## src/rtl/seg7_updown_decoder.sv

```systemverilog
// rtl/seg7_updown_decoder.sv - 7-segment up/down stream decoder with lock tracking and error count.
// Optional build macro SEG7_ACTIVE_HIGH_EN: treat seg_i as active-high (inverted before decode).
module seg7_updown_decoder #(
  parameter int ERR_W       = 16,
  parameter int LOSS_THRESH = 3
) (
  input  logic             wb_clk_i,
  input  logic             wb_rst_i,
  input  logic [6:0]       seg_i,
  input  logic             seg_valid_i,
  input  logic             err_clr_i,
  output logic [3:0]       digit_o,
  output logic             dir_o,
  output logic             locked_o,
  output logic             step_o,
  output logic             err_o,
  output logic [ERR_W-1:0] err_cnt_o
);

  localparam logic [1:0] ST_ACQUIRE = 2'd0;
  localparam logic [1:0] ST_CONFIRM = 2'd1;
  localparam logic [1:0] ST_LOCKED  = 2'd2;

  localparam logic [6:0] AMBIG  = 7'b0000001;
  localparam logic [3:0] THRESH = 4'(LOSS_THRESH);

  function automatic logic [6:0] code(input logic [3:0] v);
    case (v)
      4'd0:  code = 7'b0000001;
      4'd1:  code = 7'b1001111;
      4'd2:  code = 7'b0010010;
      4'd3:  code = 7'b0000110;
      4'd4:  code = 7'b1001100;
      4'd5:  code = 7'b0100100;
      4'd6:  code = 7'b0100000;
      4'd7:  code = 7'b0001111;
      4'd8:  code = 7'b0000000;
      4'd9:  code = 7'b0000100;
      4'd10: code = 7'b0001001;
      4'd11: code = 7'b1100000;
      4'd12: code = 7'b0110001;
      4'd13: code = 7'b0000001;
      4'd14: code = 7'b0110000;
      default: code = 7'b0111000;
    endcase
  endfunction

  logic [1:0] state;
  logic [3:0] streak;
  logic [3:0] streak_nxt;
  logic [6:0] seg_cmp;
  logic       acq_ok;
  logic [3:0] acq_val;
  logic       is_up;
  logic       is_down;
  logic       is_hold;

`ifdef SEG7_ACTIVE_HIGH_EN
  assign seg_cmp = ~seg_i;
`else
  assign seg_cmp = seg_i;
`endif

  // Absolute decode is only trusted for unambiguous patterns while acquiring.
  always_comb begin
    acq_ok  = 1'b0;
    acq_val = 4'd0;
    for (int i = 0; i < 16; i++) begin
      if (code(4'(i)) == seg_cmp) begin
        acq_ok  = 1'b1;
        acq_val = 4'(i);
      end
    end
    if (seg_cmp == AMBIG) acq_ok = 1'b0;
  end

  assign is_up      = (seg_cmp == code(digit_o + 4'd1));
  assign is_down    = (seg_cmp == code(digit_o - 4'd1));
  assign is_hold    = (seg_cmp == code(digit_o));
  assign streak_nxt = streak + 4'd1;
  assign locked_o   = (state == ST_LOCKED);

  always_ff @(posedge wb_clk_i or posedge wb_rst_i) begin
    if (wb_rst_i) begin
      state     <= ST_ACQUIRE;
      digit_o   <= 4'd0;
      dir_o     <= 1'b1;
      step_o    <= 1'b0;
      err_o     <= 1'b0;
      err_cnt_o <= '0;
      streak    <= 4'd0;
    end else begin
      step_o <= 1'b0;
      err_o  <= 1'b0;
      if (err_clr_i) err_cnt_o <= '0;
      if (seg_valid_i) begin
        case (state)
          ST_ACQUIRE: begin
            if (acq_ok) begin
              digit_o <= acq_val;
              state   <= ST_CONFIRM;
            end
          end
          ST_CONFIRM: begin
            if (is_up || is_down) begin
              digit_o <= is_up ? digit_o + 4'd1 : digit_o - 4'd1;
              dir_o   <= is_up;
              state   <= ST_LOCKED;
            end else if (!is_hold) begin
              state <= ST_ACQUIRE;
            end
          end
          ST_LOCKED: begin
            if (is_up || is_down) begin
              digit_o <= is_up ? digit_o + 4'd1 : digit_o - 4'd1;
              dir_o   <= is_up;
              step_o  <= 1'b1;
              streak  <= 4'd0;
            end else if (is_hold) begin
              streak <= 4'd0;
            end else begin
              err_o <= 1'b1;
              if (!err_clr_i && err_cnt_o != '1) err_cnt_o <= err_cnt_o + ERR_W'(1);
              if (streak_nxt >= THRESH) begin
                state  <= ST_ACQUIRE;
                streak <= 4'd0;
              end else begin
                streak <= streak_nxt;
              end
            end
          end
          default: state <= ST_ACQUIRE;
        endcase
      end
    end
  end

endmodule

```

## config.mk

```make
export PLATFORM = sky130hd
export DESIGN_NAME = seg7_updown_decoder
export DESIGN_NICKNAME = d
export VERILOG_FILES = /design/src/rtl/seg7_updown_decoder.sv
export SDC_FILE = /design/constraint.sdc
export NUM_CORES = 1
export LEC_CHECK = 0
export BUFFER_PORTS_ARGS = -buffer_cell sky130_fd_sc_hd__buf_2
export CAP_MARGIN = 40
export CORE_UTILIZATION = 65
export DETAILED_ROUTE_END_ITERATION = 7
export PLACE_DENSITY = 0.91
export SLEW_MARGIN = 20
export SYNTH_ARGS = -nofsm -noshare
export SYNTH_HDL_FRONTEND = slang
export SYNTH_SLANG_ARGS = --single-unit
```

## constraint.sdc

```tcl
create_clock -name wb_clk_i -period 11.51 [get_ports wb_clk_i]
set_input_delay 1.151 -clock wb_clk_i [delete_from_list [all_inputs] [get_ports wb_clk_i]]
set_output_delay 1.151 -clock wb_clk_i [all_outputs]
set_load 0.02 [all_outputs]
```

==> Word level (Yosys, flattened, before mapping) <==
Memories as Yosys holds them, arrays and structs flattened.
Index checks and enable logic that the tools add are counted.
{ "word_totals": {"inputBits": 11, "output_inout_bits": 24, "elab_cells": 111, "mem_bits_ro": 336, "register_bits": 29, "mem_count": 3} }
{ "memory_table": {"columns": ["name", "depth", "width", "rd", "rd_clocked_by_memory_dff", "write_ports", "line", "source"], "rows": [
  ["(name not given)", 16, 7, 1, 0, 0, "28", "case (v)"],
  ["(name not given)", 16, 7, 1, 0, 0, "28", null],
  ["(name not given)", 16, 7, 1, 0, 0, "28", null]
]} }
{ "op_classes": {"n_mux": 58, "add_sub_neg": 4, "eq_ne": 27, "n_reduce_logical": 11, "order_cmp": 1} }
{ "op_table": {"columns": ["cell", "n"], "rows": [
  ["$mux W16", 6],
  ["$mux W4", 20],
  ["$eq A6 B7 Y1 const A", 5],
  ["$mux W1", 24],
  ["$eq A7 B7 Y1", 3],
  ["$eq A7 B7 Y1 const A", 3],
  ["$add A16 B1 Y16 const B", 1],
  ["$ne A16 B16 Y1 const B", 1],
  ["$eq A3 B7 Y1 const A", 2],
  ["$eq A4 B7 Y1 const A", 2],
  ["$mux W2", 6],
  ["$add A4 B1 Y4 const B", 2],
  ["$pmux W4 S2", 1],
  ["$eq A1 B7 Y1 const A", 1],
  ["$eq A5 B7 Y1 const A", 1],
  ["$eq A7 B1 Y1 const B", 1],
  ["$logic_not A7 Y1", 1],
  ["$ne A2 B2 Y1 const B", 3],
  ["$pmux W2 S3", 1],
  ["$reduce_and A6 Y1", 1],
  ["$ge A4 B2 Y1 const B", 1],
  ["$ne A2 B1 Y1 const B", 2],
  ["$reduce_and A4 Y1", 1],
  ["$sub A4 B1 Y4 const B", 1],
  ["11 further kinds", 11]
]} }

==> Logic depth before layout (Yosys ltp) <==
Gate-level depths: netlist (run 1).
{ "depth": {"depth_word": 19, "mapped_depth": 16, "mapped_depth_nobuf": 11} }

==> Worst setup path before layout (run 1) <==
OpenSTA, ideal clock, no wires.
{ "synth_timing": {"kind": "reg2reg", "from": "reg digit_o[0]", "to": "reg state[0]", "period_less_slack_ps": 3829, "arrival_time_ps": 3702, "setup_time_ps": 128, "stages_incl_launch_ff": 14, "n_path_buf": 2, "required_time_ps": 11382, "setup_slack_ps": 7681, "path_cell_list": "dfrtp_1 -> buf_4 -> clkbuf_1 -> inv_2 -> ha_1 -> xnor2_2 -> mux2_1 -> a221oi_1 -> o22ai_2 -> nor4_2 -> a31oi_4 -> mux2_1 -> a21oi_1 -> mux2_1"} }
{ "synth_via": {"elab_chain_len": 6, "word_cells_on_any_way": 15, "classes_between": "add/sub: 2; eq/ne: 6; mux: 2; reduce/logical: 2; memory: 3"} }
{ "synth_rtl": {"columns": ["element", "line", "source"], "rows": [
  ["start, declared", "12", "output logic [3:0] digit_o,"],
  ["start signal, assigned", "100", "digit_o <= acq_val;"],
  ["start signal, assigned", "106", "digit_o <= is_up ? digit_o + 4'd1 : digit_o - 4'd1;"],
  ["start signal, assigned", "115", "digit_o <= is_up ? digit_o + 4'd1 : digit_o - 4'd1;"],
  ["$add A4 B1 Y4 or $sub A4 B1 Y4 (tied branches)", "77, 78", null],
  ["$mem_v2 Z16 W7", null, null],
  ["$eq A7 B7 Y1 (on tied branches)", "77, 78", null],
  ["$logic_or A1 B1 Y1", "105, 114", null],
  ["$ne A3 B3 Y1 (no source line), or another cell as far along", null, null],
  ["$reduce_and A6 Y1 (no source line) or $pmux W2 S3 (tied branches)", null, null],
  ["end signal, assigned", "85", "state <= ST_ACQUIRE;"],
  ["end signal, assigned", "108", "state <= ST_LOCKED;"],
  ["end signal, assigned", "110", "state <= ST_ACQUIRE;"],
  ["end, declared", "48", "logic [1:0] state;"]
]} }
Parallel ways exist; a longest one is shown, timed or not.
A chain may end at the register's enable or synchronous reset.

==> Final worst setup path (run 1) <==
Same ends and word-level chain as after synthesis.

==> reports/qor_table.md, run 1 <==
| Result | Value | Unit |
|---|---|---|
| Fraction of final layout cells sized beyond drive strength 1 | 0.179 | - |
| Clock latency reported for the late side of the worst-skew pair | 0.29 | ns |
| Antenna violations before repair | 0 | - |
| Met3 Routed Length | 595 | um |
| Upper clock frequency limit | 250 | MHz |
| Core Box Area | 0.00450 | mm2 |
| Clock buffer count from CTS | 5 | - |
| Cell internal power dissipation | 417 | uW |
| Power density cells | 244 | mW/mm2 |
| Final Wtd Congestion | 1.02 | - |
| Number of antenna-violating nets in the routed design | 0 | - |
| Distinct cells, synth | 73 | - |
| CTS HTree Levels | 2 | - |
| Router iterations before antenna repair | 5 | - |
| Post-Syn Area per Cell | 8.27 | um2 |
| Amount of wire on met2 after detailed routing | 4200 | um |
| Leak pwr | 1.45 | nW |
| Arr. time, crit path | 4.17 | ns |
| Maximum number of pins on one net before global-route repair | 32 | - |
| Synthesis-stage register bit count | 29 | - |
| Result of the run | completed | - |
| Count of warnings emitted by yosys | 0 | - |
| Post-synthesis net count | 409 | - |
| Global route total overflow | 0 | - |
| Worst R2R Start | digit_o[0] | - |
| Growth of design area from synthesis to finish | 7.84 | % |
| Setup TNS | 0 | ns |
| Synthesized instance count | 382 | - |
| Combinational power share | 0.723 | - |
| Wire length per cell | 18.5 | um |
| Flop2flop setup slack | 7.51 | ns |
| Most instantiated flip-flop cell in the synthesis netlist | dfrtp_1 | - |
| Most common library cell in the layout ignoring fill and taps | buf_2 | - |
| Clock period minus final worst setup slack | 4.00 | ns |
| Data required time at the worst endpoint | 11.68 | ns |
| Final critical-path share of the clock period | 0.347 | - |
| Slew at the pin with the worst max-slew slack | 0.637 | ns |
| Total Die Area | 0.00514 | mm2 |
| Detailed placer's ending HPWL | 5720 | um |
| Setup repair after global routing missed its margin | no | - |
| Post-Route Skew | 0.00770 | ns |
| Hold Path Depth | 2 | - |
| Setup Viol. Count Final | 0 | - |
| Clock Pin Slew Worst Setup and Hold Paths | 0.06 | ns |
| First-pass GRT wire length | 13200 | um |
| Drt total wl | 8300 | um |
| Share of total power in the clock network | 0.114 | - |
| Met1 routed wirelength after detailed routing | 3280 | um |
| Worst setup EP type | flop | - |
| Number of enable-type register cells in the synthesized netlist | 0 | - |
| Top-level I/O count | 35 | - |
| Number of global-route vias before repair | 2785 | - |
| Start point of the worst min-delay path | dir_o | - |
| Final hold violation count | 0 | - |
| Combined area of all synthesized cells | 0.00316 | mm2 |
| Final Non-Filler Cells | 449 | - |
| Number of cells on the worst reg-to-reg path | 12 | - |
| Starting DRC count in detailed routing | 219 | - |
| Maximum capacitance violations | 0 | - |
| Startpoint class of the critical path | flop | - |
| Die extent in y | 71.7 | um |
| Final net count | 423 | - |
| Fraction of power consumed by sequential logic | 0.162 | - |
| Max_slew headroom | 0.575 | - |
| Switching power | 416 | uW |
| Count of clock tree sinks | 29 | - |
| Post-route DRC violation count | 0 | - |
| Worst Hold Path EP | dir_o | - |
| Vias after detailed routing | 3109 | - |
| Worst Setup Path Type | reg2reg | - |
| Placement Cell Area | 0.00327 | mm2 |
| Path type of the worst min-delay path | reg2reg | - |
| Antenna diode count | 0 | - |
| Part of the Yosys area used for sequential elements | 0.230 | - |
| Ratio of routed vias to standard cells | 6.92 | - |
| Post-Route Utilization | 0.756 | - |
| Design area | 0.00341 | mm2 |
| Die X | 71.7 | um |
| Top fanout value on the critical path | 20 | - |
| Number of placed instances, taps included | 439 | - |
| Worst ir drop on vdd | 0.206 | mV |
| Number of buffers inserted by hold repair at cts | 0 | - |
| CTS resizes | 0 | - |
| GRT Overall Usage | 0.328 | - |
| Reg2Reg Capture Point | state[0] | - |
| Port Buf Inserts | 34 | - |
| Overall Power | 832 | uW |
| Commonest cells after routing, fill and taps aside | buf_2, nand2_1, dfrtp_1, a21oi_1, nor2_1 | - |
| Master cell of the clock root buffer | clkbuf_8 | - |
| Setup bufs post-CTS | 0 | - |
| Proportion of total power due to net switching | 0.499 | - |
| TritonCTS clock tree | yes | - |
| Core Rows | 24 | - |
| Max-slew violations | 0 | - |
| Max Used Layer | met4 | - |
| Worst-case clock buffer depth | 2 | - |
| Initial cell density of the core | 0.701 | - |
| Ys async rst share | 1.00 | - |
how the worst max path moves through the flow:
stage / slack, ns / depth (start not counted) / to / start
CTS: 7.18 / 11 / state[0] / digit_o[1]
global route: 7.30 / 12 / state[0] / digit_o[0]
floorplan: 7.68 / 13 / state[0] / digit_o[0]
detailed placement: 7.17 / 11 / state[0] / digit_o[1]
global placement: 7.44 / 11 / state[0] / digit_o[1]
finish: 7.51 / 12 / state[0] / digit_o[0]
kinds of logic after synthesis:
family / after synthesis / share of synthesized area
AO/OA/AOI/OAI: 102 / 0.230
XOR/XNOR: 21 / 0.0666
adder cells (fa/ha/maj): 16 / 0.0634
buffers and inverters: 49 / 0.0709
flip-flops: 29 / 0.230
multiplexers: 24 / 0.0883
AND/OR/NAND/NOR: 141 / 0.251
cells in the mapped netlist, drive strengths merged (2+ instances only):
| cell type | n | share of area |
|---|---|---|
| xnor2 | 13 | 0.044 |
| o22ai | 4 | 0.0099 |
| nand4 | 3 | 0.0059 |
| a2111o | 2 | 0.0071 |
| o31ai | 17 | 0.040 |
| nor4 | 3 | 0.013 |
| nor2 | 19 | 0.023 |
| or3 | 5 | 0.0099 |
| a32o | 3 | 0.0095 |
| inv | 16 | 0.019 |
| o211ai | 5 | 0.012 |
| o31a | 3 | 0.0083 |
| a31oi | 4 | 0.013 |
| nor3b | 3 | 0.0071 |
| a21oi | 23 | 0.036 |
| a41oi | 2 | 0.0055 |
| nand3b | 3 | 0.0071 |
| mux2 | 8 | 0.030 |
| nand3 | 18 | 0.032 |
| and3 | 6 | 0.012 |
| ha | 16 | 0.063 |
| o21ai | 17 | 0.027 |
| a21boi | 2 | 0.0048 |
| clkbuf | 18 | 0.022 |
| o311ai | 3 | 0.011 |
| a21o | 2 | 0.0048 |
| xor2 | 8 | 0.022 |
| nor4b | 4 | 0.011 |
| and2 | 3 | 0.0059 |
| nor3 | 14 | 0.022 |
| nand2b | 6 | 0.012 |
| a211oi | 3 | 0.0071 |
| or4 | 13 | 0.032 |
| nor2b | 7 | 0.014 |
| mux4 | 2 | 0.014 |
| nand2 | 32 | 0.038 |
| dfrtp | 28 | 0.22 |
| mux2i | 14 | 0.044 |
| buf | 15 | 0.030 |
| a211o | 2 | 0.0055 |
registers in the layout, summed over array words and instances (netlist names):
| register | cells |
|---|---|
| err_cnt_o | 16 |
| digit_o | 4 |
| streak | 4 |
| state | 2 |
| dir_o | 1 |
| err_o | 1 |
| step_o | 1 |
critical path: stages (launching register included):
cell,delay (ns)
dfrtp_1,0.50
buf_8,0.22
inv_2,0.10
ha_1,0.37
xnor2_2,0.45
mux2_1,0.39
a221oi_1,0.33
o22ai_2,0.12
nor4_2,0.41
a31oi_4,0.11
mux2_1,0.36
a21oi_1,0.15
mux2_1,0.34
power groups by stage:
stage                     Clock (mW)  Sequential [mW]  Combinational, mW
final                         0.0952            0.135              0.602
after global routing           0.101            0.136              0.645
after CTS                     0.0954            0.155              0.555
after detailed placement           0            0.157              0.554
after global placement             0            0.163              0.518
after floorplan                    0            0.139              0.466
per-layer routing:
| metal | GRT usage | up-vias |
|---|---|---|
| li1 | - | 1450 |
| met2 | 0.563 | 152 |
| met4 | 0.148 | 0 |
| met5 | 0 | - |
| met1 | 0.405 | 1481 |
| met3 | 0.0549 | 26 |
layout make-up:
class,instances,area (um2)
sequential,29,727
clock buffer,7,96.3
tap,52,65.1
clock inverter,1,5.00
fill,337,1100
multi-input combinational,304,2210
timing repair buffer,40,245
inverter,16,60.1
per-stage QoR:
stage               hold WS, ns  setup WS [ns]
floorplan                 0.477           7.68
global placement          0.499           7.44
detailed placement        0.507           7.17
CTS                       0.517           7.18
global route              0.521           7.30
finish                    0.520           7.51
No activity file was read; power rests on OpenSTA's default activity.
==> run 2: changes to the inputs <==
--- a/config.mk
+++ b/config.mk
@@ -5,11 +5,12 @@
 export SDC_FILE = /design/constraint.sdc
 export NUM_CORES = 1
 export LEC_CHECK = 0
+export ABC_AREA = 1
 export BUFFER_PORTS_ARGS = -buffer_cell sky130_fd_sc_hd__buf_2
 export CAP_MARGIN = 40
-export CORE_UTILIZATION = 65
+export CORE_UTILIZATION = 55
 export DETAILED_ROUTE_END_ITERATION = 7
-export PLACE_DENSITY = 0.91
+export PLACE_DENSITY = 0.82
 export SLEW_MARGIN = 20
 export SYNTH_ARGS = -nofsm -noshare
 export SYNTH_HDL_FRONTEND = slang
==> constraint.sdc (replaced) <==
create_clock -name wb_clk_i -period 3.2 [get_ports wb_clk_i]
set_input_delay 0.32 -clock wb_clk_i [delete_from_list [all_inputs] [get_ports wb_clk_i]]
set_output_delay 0.32 -clock wb_clk_i [all_outputs]
set_load 0.02 [all_outputs]
==> run 2 against run 1 <==
First-iteration DRC count grew 56%. Total power grew to 3.0 times the previous value. Cell area grew 10%. Sequential power grew to 3.3 times the previous value. Highest routed layer unchanged. Wire length grew 21%. Final cell count grew 60%.
==> reports/qor_table.md, run 2 <==
| Result | Value | Unit | Change |
|---|---|---|---|
| Result of the run | completed | - |  |
| Worst Slack Setup Final | 0.417 | ns | -7.09 ns |
| Core Box Area | 0.00599 | mm2 | +33% |
| Setup Viol. Count Final | 0 | - | unchanged |
| Power density cells | 662 | mW/mm2 | +170% |
| Final net count | 671 | - | +59% |
| Slowest library cell on the worst path | ha_1 | - |  |
| Clock latency reported for the late side of the worst-skew pair | 0.29 | ns | about the same |
| Reg2Reg Capture Point | digit_o[2] | - |  |
| Antenna diode count | 0 | - | unchanged |
| Max-slew violations | 0 | - | unchanged |
| Distinct cells, synth | 35 | - | -52% |
| Number of global-route vias before repair | 3453 | - | +24% |
| Critical-path cell list | ha_1 -> ha_1 -> nand2_1 -> o21ai_0 -> inv_1 -> nand2_1 -> nand2_1 -> nand2_1 -> nand3_1 -> nor2_2 -> nand3_4 -> nand2_4 -> inv_2 -> nand2_1 -> nand2_2 -> inv_2 -> nand2_1 -> nand2_1 | - |  |
| GRT Overall Usage | 0.323 | - | -0.00472 |
| Multi-input logic area | 0.00238 | mm2 | +8.0% |
| Total Die Area | 0.00661 | mm2 | +29% |
| Slew at the pin with the worst max-slew slack | 0.489 | ns | -0.148 ns |
| Post-Route Skew | 0.00246 | ns | -0.00525 ns |
| Global route total overflow | 0 | - | unchanged |
| Most instantiated flip-flop cell in the synthesis netlist | dfrtp_1 | - |  |
| Worst ir drop on vdd | 0.427 | mV | +110% |
| CTS resizes | 0 | - | unchanged |
| Max_slew headroom | 0.673 | - | +0.0985 |
| TritonCTS clock tree | yes | - |  |
| Top fanout value on the critical path | 16 | - | -20% |
| Die X | 81.3 | um | +13% |
| Wire length per cell | 13.9 | um | -25% |
| Library cell with the highest instance count after synthesis | nand2_1 | - |  |
| Clock Pin Slew Worst Setup and Hold Paths | 0.06 | ns | about the same |
| Part of the Yosys area used for sequential elements | 0.210 | - | -0.0201 |
| Most numerous cell on the critical path | nand2_1 | - |  |
| Port Buf Inserts | 34 | - | unchanged |
| Post-route DRC violation count | 0 | - | unchanged |
| Largest regs | err_cnt_o (16), digit_o (4), streak (4) | - |  |
| Number of enable-type register cells in the synthesized netlist | 0 | - | unchanged |
| Overall Power | 2.49 | mW | +200% |
| Ys async rst share | 1.00 | - | unchanged |
| Clock period minus final worst setup slack | 2.78 | ns | -1.22 ns |
| Count of clock tree sinks | 29 | - | unchanged |
| Antenna violations before repair | 0 | - | unchanged |
| Master cell of the clock root buffer | clkbuf_8 | - |  |
| Flop2flop setup slack | 0.42 | ns | -7.09 ns |
| Final hold violation count | 0 | - | unchanged |
| Router iterations before antenna repair | 6 | - | +1 |
| Reg with most FFs | err_cnt_o | - |  |
| Number of buffers inserted by hold repair at cts | 0 | - | unchanged |
| Starting DRC count in detailed routing | 342 | - | +56% |
| Leak pwr | 2.10 | nW | +45% |
| Path type of the worst min-delay path | in2async | - |  |
| Detailed placer's ending HPWL | 7650 | um | +34% |
| Count of warnings emitted by yosys | 0 | - | unchanged |
| Setup repair after global routing missed its margin | no | - |  |
| Post-Route Utilization | 0.627 | - | -0.129 |
| Setup bufs post-CTS | 0 | - | unchanged |
| Data required time at the worst endpoint | 3.42 | ns | -8.26 ns |
| Top-level I/O count | 35 | - | unchanged |
| Combined area of all synthesized cells | 0.00346 | mm2 | +9.5% |
| Number of fill cells | 594 | - | +76% |
| Maximum number of pins on one net before global-route repair | 19 | - | -41% |
| Startpoint class of the critical path | flop | - |  |
| Arr. time, crit path | 3.01 | ns | -1.16 ns |
| Worst-case clock buffer depth | 2 | - | unchanged |
| Vias after detailed routing | 4013 | - | +29% |
| Final Wtd Congestion | 0.963 | - | -5.1% |
| Final critical-path share of the clock period | 0.870 | - | +0.522 |
| Max reg flops | 16 | - | unchanged |
| Area share of the largest cell type after synthesis | 0.273 | - | +0.0515 |
| Worst R2R Start | digit_o[0] | - |  |
| Ranking of synthesized cells by area | nand2_1, dfrtp_1, nand3_1 | - |  |
| Most common library cell in the layout ignoring fill and taps | nand2_1 | - |  |
| Drt total wl | 10000 | um | +21% |
| Synthesis-stage register bit count | 29 | - | unchanged |
| CTS HTree Levels | 2 | - | unchanged |
| First-pass GRT wire length | 16300 | um | +23% |
| Place WS | 0.485 | ns | -6.68 ns |
| Die extent in y | 81.3 | um | +13% |
| Growth of design area from synthesis to finish | 8.61 | % |  |
| List of most frequent post-synthesis cells | nand2_1, nand3_1, nor2_1 | - |  |
| CP startpoint | digit_o[0] | - |  |
| Flip-flop and latch area | 727 | um2 | unchanged |
| Post-Syn Area per Cell | 5.65 | um2 | -32% |
| Upper clock frequency limit | 359 | MHz | +44% |
| End point of the critical path | digit_o[2] | - |  |
| Synthesized instance count | 612 | - | +60% |
| Clock buffer count from CTS | 5 | - | unchanged |
| Core Rows | 28 | - | +17% |
| Largest stage delay on the critical path | 0.52 | ns | +0.02 ns |
| Maximum capacitance violations | 0 | - | unchanged |
| Worst setup EP type | flop | - |  |
| Worst Setup Path Type | reg2reg | - |  |
| Setup TNS | 0 | ns | unchanged |
| Number of antenna-violating nets in the routed design | 0 | - | unchanged |
| Post-synthesis net count | 639 | - | +56% |
| Number of cells on the worst reg-to-reg path | 18 | - | +6 |
| Yosys top cell by area | nand2_1 | - |  |
| Fraction of final layout cells sized beyond drive strength 1 | 0.120 | - | -0.0593 |
| Commonest cells after routing, fill and taps aside | nand2_1, nand3_1, nor2_1, inv_1, buf_2 | - |  |
| Ratio of routed vias to standard cells | 5.58 | - | -19% |
| Initial cell density of the core | 0.577 | - | -0.124 |
## run 2: cell types whose count changed in the layout (fill, tap and decap cells not counted), sizes merged, moves of 8 or more
| cell | delta |
|---|---|
| a21oi | -18 |
| inv | +49 |
| mux2 | -8 |
| mux2i | -14 |
| nand2 | +232 |
| nand3 | +58 |
| nand4 | +13 |
| nor2 | +56 |
| o31ai | -15 |
| or4 | -13 |
| xnor2 | -12 |
## run 2: critical path: cells and delay by family (launching register included)
family / cells / cell delay (ns)
AND/OR/NAND/NOR: 12 / 1.18
AO/OA/AOI/OAI: 1 / 0.09
flip-flops: 1 / 0.47
adder cells (fa/ha/maj): 2 / 0.80
buffers and inverters: 3 / 0.19
## run 2: layer usage
metal / part of all wire / routed length, um / GRT usage
met4: 0.016 / 161 / 0.0804
met5: 0 / 0 / 0
met3: 0.093 / 937 / 0.0787
met2: 0.43 / 4340 / 0.483
met1: 0.46 / 4590 / 0.461
## run 2: cells by family after synthesis
| logic type | after synthesis | synth area share |
|---|---|---|
| adder cells (fa/ha/maj) | 16 | 0.0579 |
| AND/OR/NAND/NOR | 444 | 0.556 |
| buffers and inverters | 80 | 0.101 |
| XOR/XNOR | 7 | 0.0177 |
| flip-flops | 29 | 0.210 |
| AO/OA/AOI/OAI | 36 | 0.0582 |
## run 2: stage by stage
step                hold slack (ns)  instances  area [um2]
finish                       0.0424        719        3760
global route                 0.0903        719        3760
CTS                          0.0611        719        3760
detailed placement            0.364        712        3670
global placement              0.489        711        3660
floorplan                     0.397        612        3460
## run 2: area by class of cell
class,count,area share
Clock buffer,7,0.0230
Inverter,66,0.0666
Multi-Input combinational cell,503,0.635
Sequential cell,29,0.193
Tap cell,75,0.0250
Timing Repair Buffer,39,0.0573
## run 2: worst min-delay path by stage
stage                    from         end  cells after the start
global placement    streak[3]   streak[3]                      2
CTS                  wb_rst_i   streak[3]                      2
finish               wb_rst_i   streak[3]                      2
global route         wb_rst_i   streak[3]                      2
detailed placement   wb_rst_i   streak[3]                      2
floorplan            wb_rst_i  digit_o[0]                      1
## run 2: where the power goes
part,switching [mW],leakage [nW],internal (mW)
sequential,0.0390,0.387,0.402
combinational,1.20,1.67,0.542
clock,0.138,0.0443,0.170
